==> src/rtl/fault_campaign_if.sv <==
// Handshake and stimulus bundle between a fault campaign controller and the
// circuit-under-test harness.
//   master : drives start/abort and returns dut_y; observes all status
//   slave  : the controller; drives inj_*, fault_sel and status outputs
interface fault_campaign_if;
  logic       start;
  logic       abort;
  logic       dut_y;
  logic       inj_a;
  logic       inj_b;
  logic       inj_e;
  logic       inj_f;
  logic [2:0] fault_sel;
  logic       busy;
  logic       done;
  logic [5:0] det_mask;
  logic [2:0] det_count;
  logic [6:0] mism_count;

  modport master (
    output start, abort, dut_y,
    input  inj_a, inj_b, inj_e, inj_f, fault_sel, busy, done, det_mask, det_count, mism_count
  );

  modport slave (
    input  start, abort, dut_y,
    output inj_a, inj_b, inj_e, inj_f, fault_sel, busy, done, det_mask, det_count, mism_count
  );
endinterface

==> src/rtl/fault_campaign_ctrl.sv <==
// Stuck-at fault campaign controller for the circuit y = (a|b) ^ (e|~f).
// Walks fault sites 0..5 (sig1 = a|b, sig2 = e|~f, y; SA0 then SA1 each) and
// exhaustive 4-bit vectors {a,b,e,f}, compares the faulty circuit's y against
// the golden value and records which faults were detected.
// Ports:
//   clk, rst : campaign clock, asynchronous active-high reset
//   bus      : slave side of fault_campaign_if
//              in : start (launch pulse), abort, dut_y (faulty circuit output)
//              out: inj_a/b/e/f, fault_sel (7 = none), busy, done,
//                   det_mask, det_count, mism_count (saturating at 127)
module fault_campaign_ctrl #(
  parameter int unsigned SETTLE     = 2,    // wait cycles between apply and sample (1..15)
  parameter bit          EARLY_EXIT = 1'b1  // retire a fault at its first detecting vector
) (
  input logic             clk,
  input logic             rst,
  fault_campaign_if.slave bus
);

  typedef enum logic [2:0] {
    StIdle,
    StApply,
    StWait,
    StSample,
    StDone
  } state_e;

  localparam logic [2:0] FaultNone = 3'd7;
  localparam logic [2:0] FaultLast = 3'd5;

  state_e     state_q, state_d;
  logic [3:0] vec_q, vec_d;
  logic [2:0] fault_q, fault_d;
  logic [3:0] wait_q, wait_d;
  logic [3:0] inj_q, inj_d;
  logic [2:0] fsel_q, fsel_d;
  logic       busy_q, busy_d;
  logic       done_q, done_d;
  logic [5:0] mask_q, mask_d;
  logic [2:0] cnt_q, cnt_d;
  logic [6:0] mism_q, mism_d;

  logic golden;
  logic mismatch;

  function automatic logic [2:0] popcount6(logic [5:0] m);
    logic [2:0] c;
    c = '0;
    for (int i = 0; i < 6; i++) begin
      c = c + {2'b00, m[i]};
    end
    return c;
  endfunction

  // vec_q[3:0] = {a,b,e,f}
  assign golden   = (vec_q[3] | vec_q[2]) ^ (vec_q[1] | ~vec_q[0]);
  assign mismatch = (bus.dut_y != golden);

  always_comb begin
    state_d = state_q;
    vec_d   = vec_q;
    fault_d = fault_q;
    wait_d  = wait_q;
    inj_d   = inj_q;
    fsel_d  = fsel_q;
    busy_d  = busy_q;
    done_d  = 1'b0;
    mask_d  = mask_q;
    mism_d  = mism_q;

    if (bus.abort) begin
      // Abort beats start too; partial results are left untouched.
      state_d = StIdle;
      busy_d  = 1'b0;
      fsel_d  = FaultNone;
    end else begin
      unique case (state_q)
        StIdle: begin
          if (bus.start) begin
            mask_d  = '0;
            mism_d  = '0;
            fault_d = '0;
            vec_d   = '0;
            busy_d  = 1'b1;
            state_d = StApply;
          end
        end
        StApply: begin
          inj_d   = vec_q;
          fsel_d  = fault_q;
          wait_d  = '0;
          state_d = StWait;
        end
        StWait: begin
          if (wait_q == 4'(SETTLE - 1)) begin
            state_d = StSample;
          end else begin
            wait_d = wait_q + 4'd1;
          end
        end
        StSample: begin
          if (mismatch) begin
            mask_d = mask_q | (6'b000001 << fault_q);
            if (mism_q != 7'd127) begin
              mism_d = mism_q + 7'd1;
            end
          end
          if ((vec_q == 4'd15) || (EARLY_EXIT && mismatch)) begin
            vec_d = '0;
            if (fault_q == FaultLast) begin
              // busy drops as DONE is entered
              busy_d  = 1'b0;
              fsel_d  = FaultNone;
              state_d = StDone;
            end else begin
              fault_d = fault_q + 3'd1;
              state_d = StApply;
            end
          end else begin
            vec_d   = vec_q + 4'd1;
            state_d = StApply;
          end
        end
        StDone: begin
          done_d  = 1'b1;
          fsel_d  = FaultNone;
          busy_d  = 1'b0;
          state_d = StIdle;
        end
        default: begin
          state_d = StIdle;
          busy_d  = 1'b0;
          fsel_d  = FaultNone;
        end
      endcase
    end

    // Count tracks the mask on the same edge.
    cnt_d = popcount6(mask_d);
  end

  always_ff @(posedge clk or posedge rst) begin
    if (rst) begin
      state_q <= StIdle;
      vec_q   <= '0;
      fault_q <= '0;
      wait_q  <= '0;
      inj_q   <= '0;
      fsel_q  <= FaultNone;
      busy_q  <= 1'b0;
      done_q  <= 1'b0;
      mask_q  <= '0;
      cnt_q   <= '0;
      mism_q  <= '0;
    end else begin
      state_q <= state_d;
      vec_q   <= vec_d;
      fault_q <= fault_d;
      wait_q  <= wait_d;
      inj_q   <= inj_d;
      fsel_q  <= fsel_d;
      busy_q  <= busy_d;
      done_q  <= done_d;
      mask_q  <= mask_d;
      cnt_q   <= cnt_d;
      mism_q  <= mism_d;
    end
  end

  assign bus.inj_a      = inj_q[3];
  assign bus.inj_b      = inj_q[2];
  assign bus.inj_e      = inj_q[1];
  assign bus.inj_f      = inj_q[0];
  assign bus.fault_sel  = fsel_q;
  assign bus.busy       = busy_q;
  assign bus.done       = done_q;
  assign bus.det_mask   = mask_q;
  assign bus.det_count  = cnt_q;
  assign bus.mism_count = mism_q;

endmodule

==> src/flat_wrapper.sv <==
// flat-port wrapper written by rule: the top's interface ports become plain ports
module fault_campaign_ctrl_flat 
#(
  parameter int unsigned SETTLE     = 2,                                                   
  parameter bit          EARLY_EXIT = 1'b1                                                 
)
  (clk, rst, bus_start, bus_abort, bus_dut_y, bus_inj_a, bus_inj_b, bus_inj_e, bus_inj_f, bus_fault_sel, bus_busy, bus_done, bus_det_mask, bus_det_count, bus_mism_count);
  fault_campaign_if bus_i ();
  input logic clk;
  input logic rst;
  input wire logic [$bits(bus_i.start)-1:0] bus_start;
  input wire logic [$bits(bus_i.abort)-1:0] bus_abort;
  input wire logic [$bits(bus_i.dut_y)-1:0] bus_dut_y;
  output wire logic [$bits(bus_i.inj_a)-1:0] bus_inj_a;
  output wire logic [$bits(bus_i.inj_b)-1:0] bus_inj_b;
  output wire logic [$bits(bus_i.inj_e)-1:0] bus_inj_e;
  output wire logic [$bits(bus_i.inj_f)-1:0] bus_inj_f;
  output wire logic [$bits(bus_i.fault_sel)-1:0] bus_fault_sel;
  output wire logic [$bits(bus_i.busy)-1:0] bus_busy;
  output wire logic [$bits(bus_i.done)-1:0] bus_done;
  output wire logic [$bits(bus_i.det_mask)-1:0] bus_det_mask;
  output wire logic [$bits(bus_i.det_count)-1:0] bus_det_count;
  output wire logic [$bits(bus_i.mism_count)-1:0] bus_mism_count;
  assign bus_i.start = bus_start;
  assign bus_i.abort = bus_abort;
  assign bus_i.dut_y = bus_dut_y;
  assign bus_inj_a = bus_i.inj_a;
  assign bus_inj_b = bus_i.inj_b;
  assign bus_inj_e = bus_i.inj_e;
  assign bus_inj_f = bus_i.inj_f;
  assign bus_fault_sel = bus_i.fault_sel;
  assign bus_busy = bus_i.busy;
  assign bus_done = bus_i.done;
  assign bus_det_mask = bus_i.det_mask;
  assign bus_det_count = bus_i.det_count;
  assign bus_mism_count = bus_i.mism_count;
  fault_campaign_ctrl #(.SETTLE(SETTLE), .EARLY_EXIT(EARLY_EXIT)) u_core (.clk(clk), .rst(rst), .bus(bus_i));
endmodule
==> config.mk <==
export PLATFORM = sky130hd
export DESIGN_NAME = fault_campaign_ctrl_flat
export DESIGN_NICKNAME = d
export VERILOG_FILES = /design/src/rtl/fault_campaign_if.sv /design/src/rtl/fault_campaign_ctrl.sv /design/src/flat_wrapper.sv
export SDC_FILE = /design/constraint.sdc
export NUM_CORES = 1
export LEC_CHECK = 0
export ABC_CLOCK_PERIOD_IN_PS = 3200
export CORE_MARGIN = 2
export CORE_UTILIZATION = 30
export DETAILED_ROUTE_END_ITERATION = 10
export PLACE_DENSITY = 0.61
export SLEW_MARGIN = 30
export SYNTH_ARGS = -nofsm -noshare
export SYNTH_HDL_FRONTEND = slang
export SYNTH_SLANG_ARGS = --single-unit
==> constraint.sdc <==
create_clock -name clk -period 3.2 [get_ports clk]
set_clock_uncertainty 0.1 [all_clocks]
set_input_delay 0.32 -clock clk [delete_from_list [all_inputs] [get_ports clk]]
set_output_delay 0.32 -clock clk [all_outputs]
set_load 0.01 [all_outputs]
==> run summary <==
Summing every instance area after synthesis gives 2040 µm². By area the synthesized netlist is led by sky130_fd_sc_hd__dfrtp_1, sky130_fd_sc_hd__ha_1, sky130_fd_sc_hd__dfstp_2. Summed over all layers, the global routing overflow is 0. Static timing analysis puts the maximum clock frequency at around 330 MHz. The run finished with clean final reports. The pin count of the biggest net entering global routing came out at 27. The routed length per placed instance came out at 14.1 µm. CTS saw 39 sinks. Setup repair after global routing left no endpoint under its margin.

The number of rows created at floorplan came out at 30. The area of the die came out at between 7000 and 8000 µm². The largest incremental delay on the critical path came out at roughly 480 ps. STA classifies the critical path endpoint as a flip-flop. After synthesis, the share of flip-flops with an asynchronous set or reset is 100%. The min-delay analysis places its worst path in the category primary input to async pin. The number of max-cap violations came out at 0. The transition at the pin with the smallest max-transition slack came out at 518 ps.

The peak-usage layer in the global routing report is met2. Traced cell by cell, the critical path runs through ha_4, xnor2_4, xnor2_2, and3_4, a22o_1, ha_1, fa_1, fa_2, fa_1. At the later pin of the worst-skew pair, clock insertion delay measures 290 ps. The antenna violation net count after detailed routing came out at 0. The worst register-to-register path has a setup slack of 140 ps.

The most frequent standard cell in the layout excluding fill and tap cells is sky130_fd_sc_hd__dfrtp_1. Counting I/O delays and the setup requirement, the final critical path takes 3060 ps. The sequential element share of the synthesized area came out at 48.1%. Each instance of the synthesized netlist takes up on average 11.0 µm². The synthesized design spends more area on one cell type than any other, namely sky130_fd_sc_hd__dfrtp_1. The height of the chip came out at about 86 µm.

After the first detailed-routing iteration, the DRC count stood at 73. The I/O pin total came out at 30. In this run, synthesis inferred 0 flip-flops with an integrated enable. The overall global routing resource usage came out at about an eighth. The area of all placed cells without fillers came out at 2640 µm².

The number of input and output port buffers inserted is 29. After clock tree synthesis, the clock-pin slew on the worst setup and hold paths is ~70 ps. The critical-path maximum fanout came out at 3. The total via count in the routed design came out at 1536. The count of hold buffers inserted by post-cts repair is 0. The maximum root-to-sink buffer count is 2.

The smallest hold slack is 266 ps. The count of endpoints failing hold in the final timing report is 0. The library cells used most frequently in the layout, excluding fill and tap cells, are sky130_fd_sc_hd__dfrtp_1, sky130_fd_sc_hd__clkdlybuf4s50_1, sky130_fd_sc_hd__buf_4. The initial antenna violation count came out at 0. Routability-driven placement finished with a final weighted congestion of 0.805. The first global-routing pass estimated roughly 7700 µm of wire. The die width is ~86 µm.

The core occupancy in the finished layout is 39.5%. The cell that appears most often on the critical path is sky130_fd_sc_hd__fa_1. The met2 usage came out at 20.6%. Setup violations remaining at the end of the flow were counted as 0. The number of buffer and inverter instances along the worst setup path came out at 0. Dividing the detail-routed via count by the number of cells gives between 4 and 5. The category of the most critical setup path is flip-flop to flip-flop. The post-synthesis cell count is 185. The slowest cell on the critical path is sky130_fd_sc_hd__fa_1. The layout overhead on the synthesized area is 29.6%. When the netlist entered floorplanning its net count stood at 204. In this run the power density over the cells is 373 nW/µm². Measured against its own limit, the worst slew margin works out to 65.5%. The placed instances occupy a cell area of 2530 µm². The overall power after layout came out at 985 µW. The total wire length after detailed routing came out at 4410 µm.

The number of iterations in the first detailed-routing pass came out at 4. The final count of pins violating max slew came out at 0. The H-tree depth is 2. After legalization and detailed placement, the total HPWL measured 3370 µm. The data arrival at the endpoint of the critical path came out at 3130 ps. In this run the clock root is driven by a sky130_fd_sc_hd__clkbuf_8.

Data on the critical path is required at its endpoint by 3260 ps. In the synthesized netlist the dominant register cell turns out to be sky130_fd_sc_hd__dfrtp_1. The diode insertion count for antenna repair came out at 0. The met3 usage came out at 3.52%. The area of the core region is 6680 µm².

The total of warnings raised by yosys is 0. The peak supply drop is 0.167 mV. The kind of cell with the highest combined delay along the critical path is adder cells.

For this run, design rule violations remaining after detail routing come to 0. The final-stage net count came out at 252. The global-route met1 utilization came out at 17.6%.

The post-route netlist has 20.9% of its cells at a drive strength greater than 1. The number of clock buffers inserted by TritonCTS is 5. The final clock period utilization by the worst path came out at 95.7%.

The leakage power is 0.00116 µW. TritonCTS built the clock tree. The filler cells instantiated in the layout total 664. The synthesis-stage register bit count is 39. The unique cell type count in the Yosys netlist is 51. The top cell type's share of synthesized area came out at between 40% and 50%. For this configuration, the core starts out at a cell density of a little under a third. The nature of the critical path startpoint is a flip-flop. The via count of the first global-routing pass came out at 1595.
==> kinds of logic after synthesis <==
logic type / share of synthesized area (%)
flip-flops: 48.1
AND/OR/NAND/NOR: 17.2
XOR/XNOR: 2.09
AO/OA/AOI/OAI: 16.2
multiplexers: 2.89
buffers and inverters: 3.75
adder cells (fa/ha/maj): 9.71
==> through the flow <==
step           TNS (ps)  setup slack (ps)  instances
2_1_floorplan         0              1.38        185
3_3_place_gp       -284              -178        305
3_5_place_dp       -384              -229        305
4_1_cts               0              21.2        313
5_1_grt               0              44.0        314
6_report              0               137        314
==> synthesized netlist by cell type, drive strengths merged, types with 2 or more instances <==
cell    count
nand2      16
dfstp       3
a22o        4
a21oi       5
nor2b       3
nor4b       2
buf         5
o32ai       2
inv         9
nand4       2
and2        3
xnor2       2
o21ai      17
nand2b      3
a31oi       2
xor2        2
dfrtp      36
and3        3
nor2       11
nor3b       6
o41ai       2
a32o        3
o22ai       4
nor3        3
fa          3
mux2        4
nand3       5
o31ai       3
ha         11
==> path summary, 6_finish.rpt <==
kind,from,end,cells after the start
min reg2reg,u_core.inj_q[2]$_DFFE_PP0P_,u_core.inj_q[2]$_DFFE_PP0P_,1
max,u_core.vec_q[0]$_DFFE_PP0P_,u_core.bus.det_count[1]$_DFF_PP0_,9
max reg2reg,u_core.vec_q[0]$_DFFE_PP0P_,u_core.bus.det_count[1]$_DFF_PP0_,9
min,rst,u_core.bus.mism_count[4]$_DFFE_PP0P_,2
max in group asynchronous,rst,u_core.bus.fault_sel[0]$_DFFE_PP1P_,3
min in group clk,u_core.inj_q[2]$_DFFE_PP0P_,u_core.inj_q[2]$_DFFE_PP0P_,1
==> timing repair <==
action                                  in CTS  in global routing
endpoints found under the setup margin       0                  1
setup buffers                                0                  1
gates resized for setup                      0                  3
==> area by class of cell <==
cell class | count | area [µm²] | share of cell area, %
tap | 80 | 100 | 3.79
clock inverter | 1 | 5.00 | 0.190
clock buffer | 7 | 76.3 | 2.89
inverter | 9 | 33.8 | 1.28
multi-input combinational | 132 | 1030 | 38.9
timing repair buffer | 46 | 418 | 15.8
sequential | 39 | 980 | 37.1
==> metal layers <==
metal,wire length (µm),share of wire [%]
met1,2150,49
met2,2060,47
met3,153,3.5
met4,48,1.1
met5,0,0
==> report_power, final <==
group,switching (µW),total [µW],internal (µW)
Combinational,72.6,141,68.0
Clock,165,318,153
Sequential,15.5,526,511
Total,253,985,732
==> registers in the layout (all words and copies together), names as in the netlist <==
signal / flops
u_core.bus.busy: 1
u_core.bus.det_count: 3
u_core.bus.mism_count: 7
u_core.bus.fault_sel: 3
u_core.bus.det_mask: 6
u_core.wait_q: 4
u_core.inj_q: 4
u_core.bus.done: 1
u_core.fault_q: 3
u_core.state_q: 3
u_core.vec_q: 4
No activity file was read; power rests on OpenSTA's default activity.
